## config.mk

```make
export PLATFORM = sky130hd
export DESIGN_NAME = fifo_wr_arbiter_flat
export DESIGN_NICKNAME = d
export VERILOG_FILES = /design/src/rtl/fifo_wr_arbiter_pkg.sv /design/src/rtl/fifo_wr_arbiter_if.sv /design/src/rtl/fifo_wr_arbiter_rr_arbiter.sv /design/src/rtl/fifo_wr_arbiter.sv /design/src/flat_wrapper.sv
export SDC_FILE = /design/constraint.sdc
export NUM_CORES = 1
export LEC_CHECK = 0
export ABC_AREA = 1
export CORE_MARGIN = 2
export CORE_UTILIZATION = 44
export CTS_CLUSTER_SIZE = 24
export DETAILED_ROUTE_END_ITERATION = 10
export GPL_ROUTABILITY_DRIVEN = 0
export PLACE_DENSITY = 0.81
export SLEW_MARGIN = 30
export SYNTH_ARGS = -nofsm -noshare
export SYNTH_HDL_FRONTEND = slang
export SYNTH_SLANG_ARGS = --single-unit
```

## constraint.sdc

```tcl
create_clock -name clk -period 2.3 [get_ports clk]
set_input_delay 0.23 -clock clk [delete_from_list [all_inputs] [get_ports clk]]
set_output_delay 0.23 -clock clk [all_outputs]
set_load 0.01 [all_outputs]
```

## src/rtl/fifo_wr_arbiter_pkg.sv

```systemverilog
// Shared types and defaults for the FIFO write-port arbiter.
package fifo_arb_pkg;

  localparam int unsigned N_REQ_DEF      = 4;
  localparam int unsigned DATA_WIDTH_DEF = 16;
  localparam int unsigned CNT_WIDTH_DEF  = 8;

  typedef enum logic [1:0] {
    S_IDLE  = 2'd0,
    S_WRITE = 2'd1,
    S_STALL = 2'd2
  } state_e;

  // Round-robin successor of ptr among n requesters.
  function automatic int unsigned rr_next(input int unsigned ptr, input int unsigned n);
    return (ptr + 32'd1 >= n) ? 32'd0 : ptr + 32'd1;
  endfunction

endpackage

```

## src/rtl/fifo_wr_arbiter_if.sv

```systemverilog
// Producer request bus plus FIFO write-side signals seen by the arbiter.
interface fifo_wr_arbiter_if
  import fifo_arb_pkg::*;
#(
  parameter int unsigned N_REQ      = N_REQ_DEF,
  parameter int unsigned DATA_WIDTH = DATA_WIDTH_DEF,
  parameter int unsigned CNT_WIDTH  = CNT_WIDTH_DEF
);

  logic [N_REQ-1:0]            req_valid;
  logic [N_REQ*DATA_WIDTH-1:0] req_data;
  logic [N_REQ-1:0]            req_ready;
  logic                        fifo_wr_en;
  logic [DATA_WIDTH-1:0]       fifo_data_in;
  logic                        fifo_full;
  logic                        fifo_almostfull;
  logic                        fifo_wr_ack;
  logic                        fifo_overflow;
  logic [CNT_WIDTH-1:0]        nack_cnt;
  logic                        ovf_err;

  modport master (
    input  req_valid, req_data, fifo_full, fifo_almostfull, fifo_wr_ack, fifo_overflow,
    output req_ready, fifo_wr_en, fifo_data_in, nack_cnt, ovf_err
  );

  modport slave (
    output req_valid, req_data, fifo_full, fifo_almostfull, fifo_wr_ack, fifo_overflow,
    input  req_ready, fifo_wr_en, fifo_data_in, nack_cnt, ovf_err
  );

endinterface

```

## src/rtl/fifo_wr_arbiter_rr_arbiter.sv

```systemverilog
// Combinational round-robin picker: first set request at or after ptr, wrapping.
module rr_arbiter #(
  parameter int unsigned N = 4,
  localparam int unsigned PW = (N > 1) ? $clog2(N) : 1
) (
  input  logic [N-1:0]  req,
  input  logic [PW-1:0] ptr,
  output logic [N-1:0]  grant,
  output logic [PW-1:0] idx,
  output logic          any
);

  logic [PW-1:0] cand;

  always_comb begin
    grant = '0;
    idx   = '0;
    any   = 1'b0;
    cand  = '0;
    for (int unsigned k = 0; k < N; k++) begin
      cand = PW'((32'(ptr) + k) % N);
      if (!any && req[cand]) begin
        any         = 1'b1;
        idx         = cand;
        grant[cand] = 1'b1;
      end
    end
  end

endmodule

```

## src/rtl/fifo_wr_arbiter.sv

```systemverilog
// Shares the FIFO write port among N_REQ producers with round-robin grants,
// full/almostfull throttling, a one-cycle write register and ack/overflow checking.
module fifo_wr_arbiter
  import fifo_arb_pkg::*;
#(
  parameter int unsigned N_REQ      = N_REQ_DEF,
  parameter int unsigned DATA_WIDTH = DATA_WIDTH_DEF,
  parameter int unsigned CNT_WIDTH  = CNT_WIDTH_DEF
) (
  input logic              clk,
  input logic              rst_n,
  fifo_wr_arbiter_if.master bus
);

  localparam int unsigned PW = (N_REQ > 1) ? $clog2(N_REQ) : 1;

  logic             can_write;
  logic             any_req;
  logic [N_REQ-1:0] arb_req;
  logic [N_REQ-1:0] grant;
  logic [PW-1:0]    grant_idx;
  logic             grant_any;
  logic [PW-1:0]    rr_ptr;
  logic             wr_d1;
  state_e           state_q;
  state_e           state_d;

  // The write already in flight will consume the last free slot.
  assign can_write = !bus.fifo_full && !(bus.fifo_almostfull && bus.fifo_wr_en);
  assign any_req   = |bus.req_valid;
  assign arb_req   = bus.req_valid & {N_REQ{can_write && rst_n}};
  assign bus.req_ready = grant;

  rr_arbiter #(.N(N_REQ)) u_rr (
    .req   (arb_req),
    .ptr   (rr_ptr),
    .grant (grant),
    .idx   (grant_idx),
    .any   (grant_any)
  );

  // Pointer, write register and ack checker.
  always_ff @(posedge clk or negedge rst_n) begin
    if (!rst_n) begin
      rr_ptr           <= '0;
      bus.fifo_wr_en   <= 1'b0;
      bus.fifo_data_in <= '0;
      wr_d1            <= 1'b0;
      bus.nack_cnt     <= '0;
      bus.ovf_err      <= 1'b0;
    end else begin
      bus.fifo_wr_en <= grant_any;
      wr_d1          <= bus.fifo_wr_en;
      if (grant_any) begin
        rr_ptr           <= PW'(rr_next(32'(grant_idx), N_REQ));
        bus.fifo_data_in <= bus.req_data[32'(grant_idx) * DATA_WIDTH +: DATA_WIDTH];
      end
      if (wr_d1 && !bus.fifo_wr_ack && (bus.nack_cnt != {CNT_WIDTH{1'b1}}))
        bus.nack_cnt <= bus.nack_cnt + CNT_WIDTH'(1);
      if (wr_d1 && bus.fifo_overflow)
        bus.ovf_err <= 1'b1;
    end
  end

  always_ff @(posedge clk or negedge rst_n) begin
    if (!rst_n) state_q <= S_IDLE;
    else        state_q <= state_d;
  end

  always_comb begin
    state_d = state_q;
    unique case (state_q)
      S_IDLE: begin
        if (grant_any)                  state_d = S_WRITE;
        else if (any_req && !can_write) state_d = S_STALL;
      end
      S_WRITE: begin
        if (grant_any)    state_d = S_WRITE;
        else if (any_req) state_d = S_STALL;
        else              state_d = S_IDLE;
      end
      S_STALL: begin
        if (grant_any)     state_d = S_WRITE;
        else if (!any_req) state_d = S_IDLE;
      end
      default: state_d = S_IDLE;
    endcase
  end

endmodule

```

## src/flat_wrapper.sv

```systemverilog
// flat-port wrapper written by rule: the top's interface ports become plain ports
module fifo_wr_arbiter_flat import fifo_arb_pkg::*;
#(
  parameter int unsigned N_REQ      = N_REQ_DEF,
  parameter int unsigned DATA_WIDTH = DATA_WIDTH_DEF,
  parameter int unsigned CNT_WIDTH  = CNT_WIDTH_DEF
)
  (clk, rst_n, bus_req_valid, bus_req_data, bus_fifo_full, bus_fifo_almostfull, bus_fifo_wr_ack, bus_fifo_overflow, bus_req_ready, bus_fifo_wr_en, bus_fifo_data_in, bus_nack_cnt, bus_ovf_err);
  fifo_wr_arbiter_if #(.N_REQ(N_REQ), .DATA_WIDTH(DATA_WIDTH), .CNT_WIDTH(CNT_WIDTH)) bus_i ();
  input logic clk;
  input logic rst_n;
  input wire logic [$bits(bus_i.req_valid)-1:0] bus_req_valid;
  input wire logic [$bits(bus_i.req_data)-1:0] bus_req_data;
  input wire logic [$bits(bus_i.fifo_full)-1:0] bus_fifo_full;
  input wire logic [$bits(bus_i.fifo_almostfull)-1:0] bus_fifo_almostfull;
  input wire logic [$bits(bus_i.fifo_wr_ack)-1:0] bus_fifo_wr_ack;
  input wire logic [$bits(bus_i.fifo_overflow)-1:0] bus_fifo_overflow;
  output wire logic [$bits(bus_i.req_ready)-1:0] bus_req_ready;
  output wire logic [$bits(bus_i.fifo_wr_en)-1:0] bus_fifo_wr_en;
  output wire logic [$bits(bus_i.fifo_data_in)-1:0] bus_fifo_data_in;
  output wire logic [$bits(bus_i.nack_cnt)-1:0] bus_nack_cnt;
  output wire logic [$bits(bus_i.ovf_err)-1:0] bus_ovf_err;
  assign bus_i.req_valid = bus_req_valid;
  assign bus_i.req_data = bus_req_data;
  assign bus_i.fifo_full = bus_fifo_full;
  assign bus_i.fifo_almostfull = bus_fifo_almostfull;
  assign bus_i.fifo_wr_ack = bus_fifo_wr_ack;
  assign bus_i.fifo_overflow = bus_fifo_overflow;
  assign bus_req_ready = bus_i.req_ready;
  assign bus_fifo_wr_en = bus_i.fifo_wr_en;
  assign bus_fifo_data_in = bus_i.fifo_data_in;
  assign bus_nack_cnt = bus_i.nack_cnt;
  assign bus_ovf_err = bus_i.ovf_err;
  fifo_wr_arbiter #(.N_REQ(N_REQ), .DATA_WIDTH(DATA_WIDTH), .CNT_WIDTH(CNT_WIDTH)) u_core (.clk(clk), .rst_n(rst_n), .bus(bus_i));
endmodule
```

==> summary.md <==
| Metric | Value |
|---|---|
| Status | `complete, no violations` |
| Tcrit/Tclk final | `0.964` |
| Synth Area per Inst | `6.91 sq um` |
| Async set-reset flop share out of synthesis | `1.00` |
| Area of the multi-input gates | `1490 sq um` |
| Fin. Hold Viols | `0` |
| Reg2Reg Capture Point | `u_core.bus.fifo_data_in[2]` |
| Post-Syn Area | `2610 sq um` |
| Data arrival, critical path | `1.99 ns` |
| FF-to-FF setup slack | `0.17 ns` |
| Post-route minimum period | `2.22 ns` |
| Number of diodes | `0` |
| Die Height | `81.0 microns` |
| Overflow after GRT | `0` |
| CP endpoint kind | `output port` |
| Sequential fraction of the synthesis area | `0.278` |
| Clk_skew | `0.00593 ns` |
| Pre-CTS setup slack | `-0.363 ns` |
| Final instance area | `3980 sq um` |
| Initial antenna violation count | `0` |
| Worst hold path type | `primary input to async pin` |
| Vias per cell | `4.87` |
| Bufs on Longest Clock Path | `2` |
| Most frequent cells after synthesis | `103 x nand2_1, 75 x inv_1, 39 x nand4_1` |
| Initial drt markers | `99` |
| Synthesis Warnings | `0` |
| Layout cells sized above 1 | `0.176` |
| Distinct cells, synth | `30` |
| Post-detailed-routing wire length | `6.97 mm` |
| Reg2Reg Depth | `15` |
| Initial cell density of the core | `0.448` |
| Area Growth Syn to Fin | `52.7%` |
| I/O Buffers | `103` |
| Root buffer cell | `clkbuf_8` |
| Core area | `5820 sq um` |
| Largest net degree at the start of global routing | `33` |
| Setup TNS | `0 ns` |
| Relative slew slack | `0.747` |
| # fillers | `517` |
| Clock transition at the registers of the reported paths | `0.07 ns` |
| Leakage | `2.11 nW` |
| Cell row count | `28` |
| Syn_nets | `456` |
| CTS tree | `yes` |
| Vias in the first global route | `2510` |
| Clk sink count | `29` |
| Primary FF master, synth | `dfrtp_1` |
| DR WL/cell | `12.3 microns` |
| Drt first pass iters | `4` |
| Gr usage total | `0.218` |
| Final max-slew violation count | `0` |
| CP required | `2.07 ns` |
| Post-route ant nets | `0` |
| DP Area | `3870 sq um` |
| Via count | `2767` |
| CTS HTree Levels | `2` |
| Maximum fanout along the worst path | `6` |
| Synth top area share | `0.278` |
| Reg-to-Reg Start | `u_core.rr_ptr[0]` |
| Die X | `81.0 microns` |
| Ranking of synthesized cells by area | `dfrtp_1 28%, nand2_1 15%, inv_1 11%` |
| Pwr dens | `1540 nW/um^2` |
| Worst slew pin tran | `0.379 ns` |
| CTS Hold Bufs | `0` |
| Final #Nets | `571` |
| IO Pins | `104` |
| Cells after synthesis | `377` |
| Die area | `6550 sq um` |
| Number of buffers created by CTS | `5` |
| Detailed placement HPWL | `5.39 mm` |
| Seq. cell area | `726 sq um` |
| Peak VDD IR | `819 uV` |
| Top-count cell post-synth | `nand2_1` |
| CP startpoint kind | `flip-flop` |
| DRC | `0` |
| Clock latency on the worst-skew pair | `0.27 ns` |
| Worst Slack Setup Final | `0.0837 ns` |
| First-pass GRT wire length | `11.3 mm` |
| Number of synthesized flops with an enable pin | `0` |
| Yosys reg bits | `29` |
| Crit Path Class | `flip-flop to output port` |
| Final total power | `6.12 mW` |
| Max Clock Freq | `0.451 GHz` |
| Maximum Capacitance Violations | `0` |
| Final setup vio count | `0` |
| Post-synth top area cell | `dfrtp_1` |
## cells by family (layout without fill, tap and decap cells)
family / count (synthesis) / count (layout) / synth area share
flops: 29 / 29 / 0.278
buf+inv: 99 / 215 / 0.166
compound gates: 14 / 14 / 0.0298
simple gates: 221 / 221 / 0.471
xor+xnor: 8 / 8 / 0.0269
mux: 1 / 1 / 0.00432
fa+ha+maj: 5 / 5 / 0.0240
## cell type report
class,count,share of cell area
clock buffer,6,0.0182
clock inverter,2,0.00252
inverter,81,0.0777
multi-input combinational,249,0.375
sequential,29,0.182
tap,75,0.0236
timing repair buffer,126,0.321
## metal layers
metal	wire, microns	track usage
met5	0	0
met4	86	0.0644
met3	483	0.0389
met2	3420	0.370
met1	2980	0.282
## how the worst max path moves through the flow
stage	from	end	slack, ns
6_report	u_core.rr_ptr[0]	bus_req_ready[2]	0.08
3_3_place_gp	bus_fifo_full	bus_req_ready[1]	-0.17
5_1_grt	u_core.rr_ptr[0]	u_core.bus.fifo_data_in[3]	-0.01
4_1_cts	rst_n	bus_req_ready[0]	0.02
2_1_floorplan	u_core.rr_ptr[1]	u_core.bus.fifo_data_in[6]	0.20
3_5_place_dp	rst_n	bus_req_ready[2]	-0.36
## critical path, cell delays in order (launching register included)
cell	delay, ns
dfrtp_1	0.40
inv_4	0.07
buf_4	0.16
nand4_2	0.15
nand2_1	0.11
nand2_1	0.06
nand2_1	0.11
nor2_4	0.04
nand3_2	0.08
o22ai_1	0.08
a21oi_1	0.17
o21ai_1	0.12
buf_2	0.15
## placed cells by master (no fill, tap or decap), drive strengths merged
| cell type | count |
|---|---|
| buf | 26 |
| nand3b | 2 |
| clkinv | 2 |
| ha | 5 |
| a21o | 1 |
| nand3 | 48 |
| o21ai | 5 |
| xor2 | 6 |
| clkdlybuf4s50 | 97 |
| o22ai | 4 |
| nand2 | 122 |
| inv | 81 |
| mux2 | 1 |
| dlymetal6s2s | 2 |
| nor2 | 5 |
| clkbuf | 7 |
| nor3 | 1 |
| xnor2 | 2 |
| a21oi | 4 |
| nand4 | 43 |
| dfrtp | 29 |
## through the flow
step,hold WS [ns],utilization,std cells
after global routing,0.0644,0.684,568
after global placement,0.409,0.665,560
after floorplan,-0.0656,-,377
after CTS,0.415,0.679,568
after detailed placement,0.416,0.665,560
final,0.0315,0.684,568
## flip-flops by register name, indices dropped and copies added (netlist names)
name,cells
u_core.bus.fifo_data_in,16
u_core.bus.nack_cnt,8
u_core.rr_ptr,2
u_core.bus.fifo_wr_en,1
u_core.bus.ovf_err,1
u_core.wr_d1,1
## what timing repair did
item                                    in CTS  in global routing
hold endpoints to repair                     0                  0
endpoints found under the setup margin       4                 18
setup buffers                                0                  0
resized for setup                           17                  7
pin swaps                                    4                  5
## report_power, final
| group | switching [mW] | internal, mW | leakage, nW |
|---|---|---|---|
| registers | 0.183 | 0.783 | 0.340 |
| clock network | 0.189 | 0.209 | 0.0450 |
| logic | 2.65 | 2.10 | 1.72 |
| total | 3.02 | 3.09 | 2.11 |
No activity file was read; power rests on OpenSTA's default activity.
==> variant, RTL diff (same settings) <==
`CNT_WIDTH_DEF`: 8 -> 10.
--- a/src/rtl/fifo_wr_arbiter_pkg.sv
+++ b/src/rtl/fifo_wr_arbiter_pkg.sv
@@ -4,5 +4,5 @@
   localparam int unsigned N_REQ_DEF      = 4;
   localparam int unsigned DATA_WIDTH_DEF = 16;
-  localparam int unsigned CNT_WIDTH_DEF  = 8;
+  localparam int unsigned CNT_WIDTH_DEF  = 10;
 
   typedef enum logic [1:0] {
Interface: changed (resized bus_nack_cnt); port bits go from 104 to 106. No check against the original RTL was run, so the function may have changed too.
==> variant against the unedited design <==
Die area unchanged. Register-to-register slack got worse by 0.04 ns. Wire length increased by 10%. Synthesized area unchanged. Setup slack improved by 0.028 ns. Cell area increased by 4.6%. Total power increased by 19%. Clock power increased by 39%. First-iteration DRC count increased by 11%. Hold slack got worse by 0.029 ns. Sequential cell count increased by 2. Largest cell class unchanged.
==> variant: results (changes against the unedited design) <==
| Metric | Value |
|---|---|
| Largest delay share family, worst path | buffers and inverters (was simple AND/OR/NAND/NOR gates) |
| Status | finished clean (unchanged) |
| Initial DRC count | 110 (was 99) |
| Largest net degree at the start of global routing | 33 (unchanged) |
| Yosys warns | 0 (unchanged) |
| Commonest register cell after synthesis | dfrtp_1 (unchanged) |
| Router iterations before antenna repair | 4 (unchanged) |
| Clk root buf | clkbuf_8 (unchanged) |
| Nets | 596 (was 571) |
| Distinct cell type count after synthesis | 26 (was 30) |
| GRT Util Overall | 22.59% (was 21.76%) |
| CP max stage delay | 0.40 ns (about the same) |
| Post-synthesis sequential area ratio | 29.76% (was 27.84%) |
| Reg clk slew, reported paths | 0.07 ns (about the same) |
| Pint | 0.003764 W (was 0.003092 W) |
| Worst Tran Pin Value | 0.4046 ns (was 0.3789 ns) |
| LEAKAGE | 2.192 nW (was 2.106 nW) |
| Max Slew Vio Count | 0 (unchanged) |
| Ranking of synthesized cells by area | dfrtp_1 30%, nand2_1 18%, inv_1 11% (was dfrtp_1 28%, nand2_1 15%, inv_1 11%) |
| Min-Delay Path Class | input port to async pin (unchanged) |
| Vias in the first global route | 2792 (was 2510) |
| Antenna violations before repair | 0 (unchanged) |
| Filler cell count | 506 (was 517) |
| Post-Syn Area per Cell | 6.632 um2 (was 6.913 um2) |
| Area after DPL | 3884 um2 (was 3869 um2) |
| CP Max Fanout | 4 (was 6) |
| Async set-reset flop share out of synthesis | 100.0% (unchanged) |
| First-pass GRT wire length | 11840 um (was 11300 um) |
| DP Worst Slack | -0.2658 ns (was -0.3631 ns) |
| Non-Filler Instances | 593 (was 568) |
| PortBufs | 105 (was 103) |
| Hpwl dp | 5552 um (was 5393 um) |
| Post-Route WL | 7663 um (was 6969 um) |
| Layout cells sized above 1 | 15.83% (was 17.65%) |
| Clk_skew | 0.006763 ns (was 0.005930 ns) |
| Synthesized net count | 472 (was 456) |
| Clk buf depth | 2 (unchanged) |
| Via/cell ratio | 4.985 (was 4.871) |
| Post-placement cell count | 580 (was 560) |
| CTS Hold Bufs | 0 (unchanged) |
| Largest regs | u_core.bus.fifo_data_in x16, u_core.bus.nack_cnt x10, u_core.rr_ptr x2 (was u_core.bus.fifo_data_in x16, u_core.bus.nack_cnt x8, u_core.rr_ptr x2) |
| TritonCTS Buffers | 5 (unchanged) |
| Peak VDD IR | 0.8320 mV (was 0.8195 mV) |
| CP Data Arrival Time | 1.96 ns (was 1.99 ns) |
| Commonest cells in the netlist | 125 x nand2_1, 77 x inv_1, 43 x nand4_1, 36 x nand3_1, 31 x dfrtp_1 (was 103 x nand2_1, 75 x inv_1, 39 x nand4_1, 30 x nand3_1, 29 x dfrtp_1) |
-- variant: cell types whose count changed after synthesis, sizes merged, moves of 2 or more --
| cell | before | now |
|---|---|---|
| xor2 | 6 | 4 |
| o22ai | 4 | 2 |
| nand2 | 122 | 132 |
| nand3 | 48 | 51 |
| xnor2 | 2 | 6 |
| nand3b | 2 | 0 |
| dfrtp | 29 | 31 |
-- variant: routing by layer --
layer	track usage [%]	up-vias	routed length, um
li1	-	1494	-
met1	25.98	1331	3153
met4	5.424	0	38
met2	43.14	127	3948
met3	3.778	4	522
met5	0	-	0
-- variant: path summary, 6_finish.rpt --
check	depth (start not counted)	slack, ns	start	end
worst max-delay path	11	0.11	u_core.rr_ptr[0]	bus_req_ready[2]
min in group clk	0	0.45	u_core.bus.fifo_wr_en	u_core.wr_d1
worst min-delay path	2	0.003	rst_n	u_core.bus.fifo_data_in[12]
worst max register to register	16	0.13	u_core.rr_ptr[0]	u_core.bus.fifo_data_in[11]
worst min register to register	0	0.45	u_core.bus.fifo_wr_en	u_core.wr_d1
max in group asynchronous	2	2.01	rst_n	u_core.bus.nack_cnt[1]
-- variant: area by class of cell --
| class | count | area, um2 | share of cell area [%] |
|---|---|---|---|
| multi-input cells | 261 | 1476 | 35.49 |
| repair buffers | 135 | 1380 | 33.17 |
| flip-flops and latches | 31 | 775.7 | 18.65 |
| inverters | 83 | 316.6 | 7.609 |
| well taps | 75 | 93.84 | 2.256 |
| clock buffers | 6 | 82.58 | 1.985 |
| clock inverters | 2 | 35.03 | 0.8421 |
-- variant: power by group through the flow --
| stage | registers (W) | clock network (W) | logic (W) |
|---|---|---|---|
| floorplan | 0.00110 | 0 | 0.00317 |
| global placement | 0.00101 | 0 | 0.00498 |
| global route | 0.00104 | 0.000582 | 0.00630 |
| finish | 0.00102 | 0.000554 | 0.00571 |
| detailed placement | 0.00102 | 0 | 0.00513 |
| CTS | 0.00101 | 0.000564 | 0.00520 |
-- variant: what timing repair did --
item	4_1_cts	5_1_grt
pin swaps	1	7
setup buffers	1	1
cloned	0	3
endpoints found under the setup margin	4	20
resized for setup	15	21
-- variant: cell families after synthesis --
family | after synthesis | share of synthesized area, %
and+or+nand+nor | 234 | 45.37
buffers and inverters | 101 | 16.47
DFF | 31 | 29.76
AOI/OAI and AO/OA | 12 | 2.640
xor gates and xnor gates | 10 | 3.360
adders and majority gates | 5 | 2.400
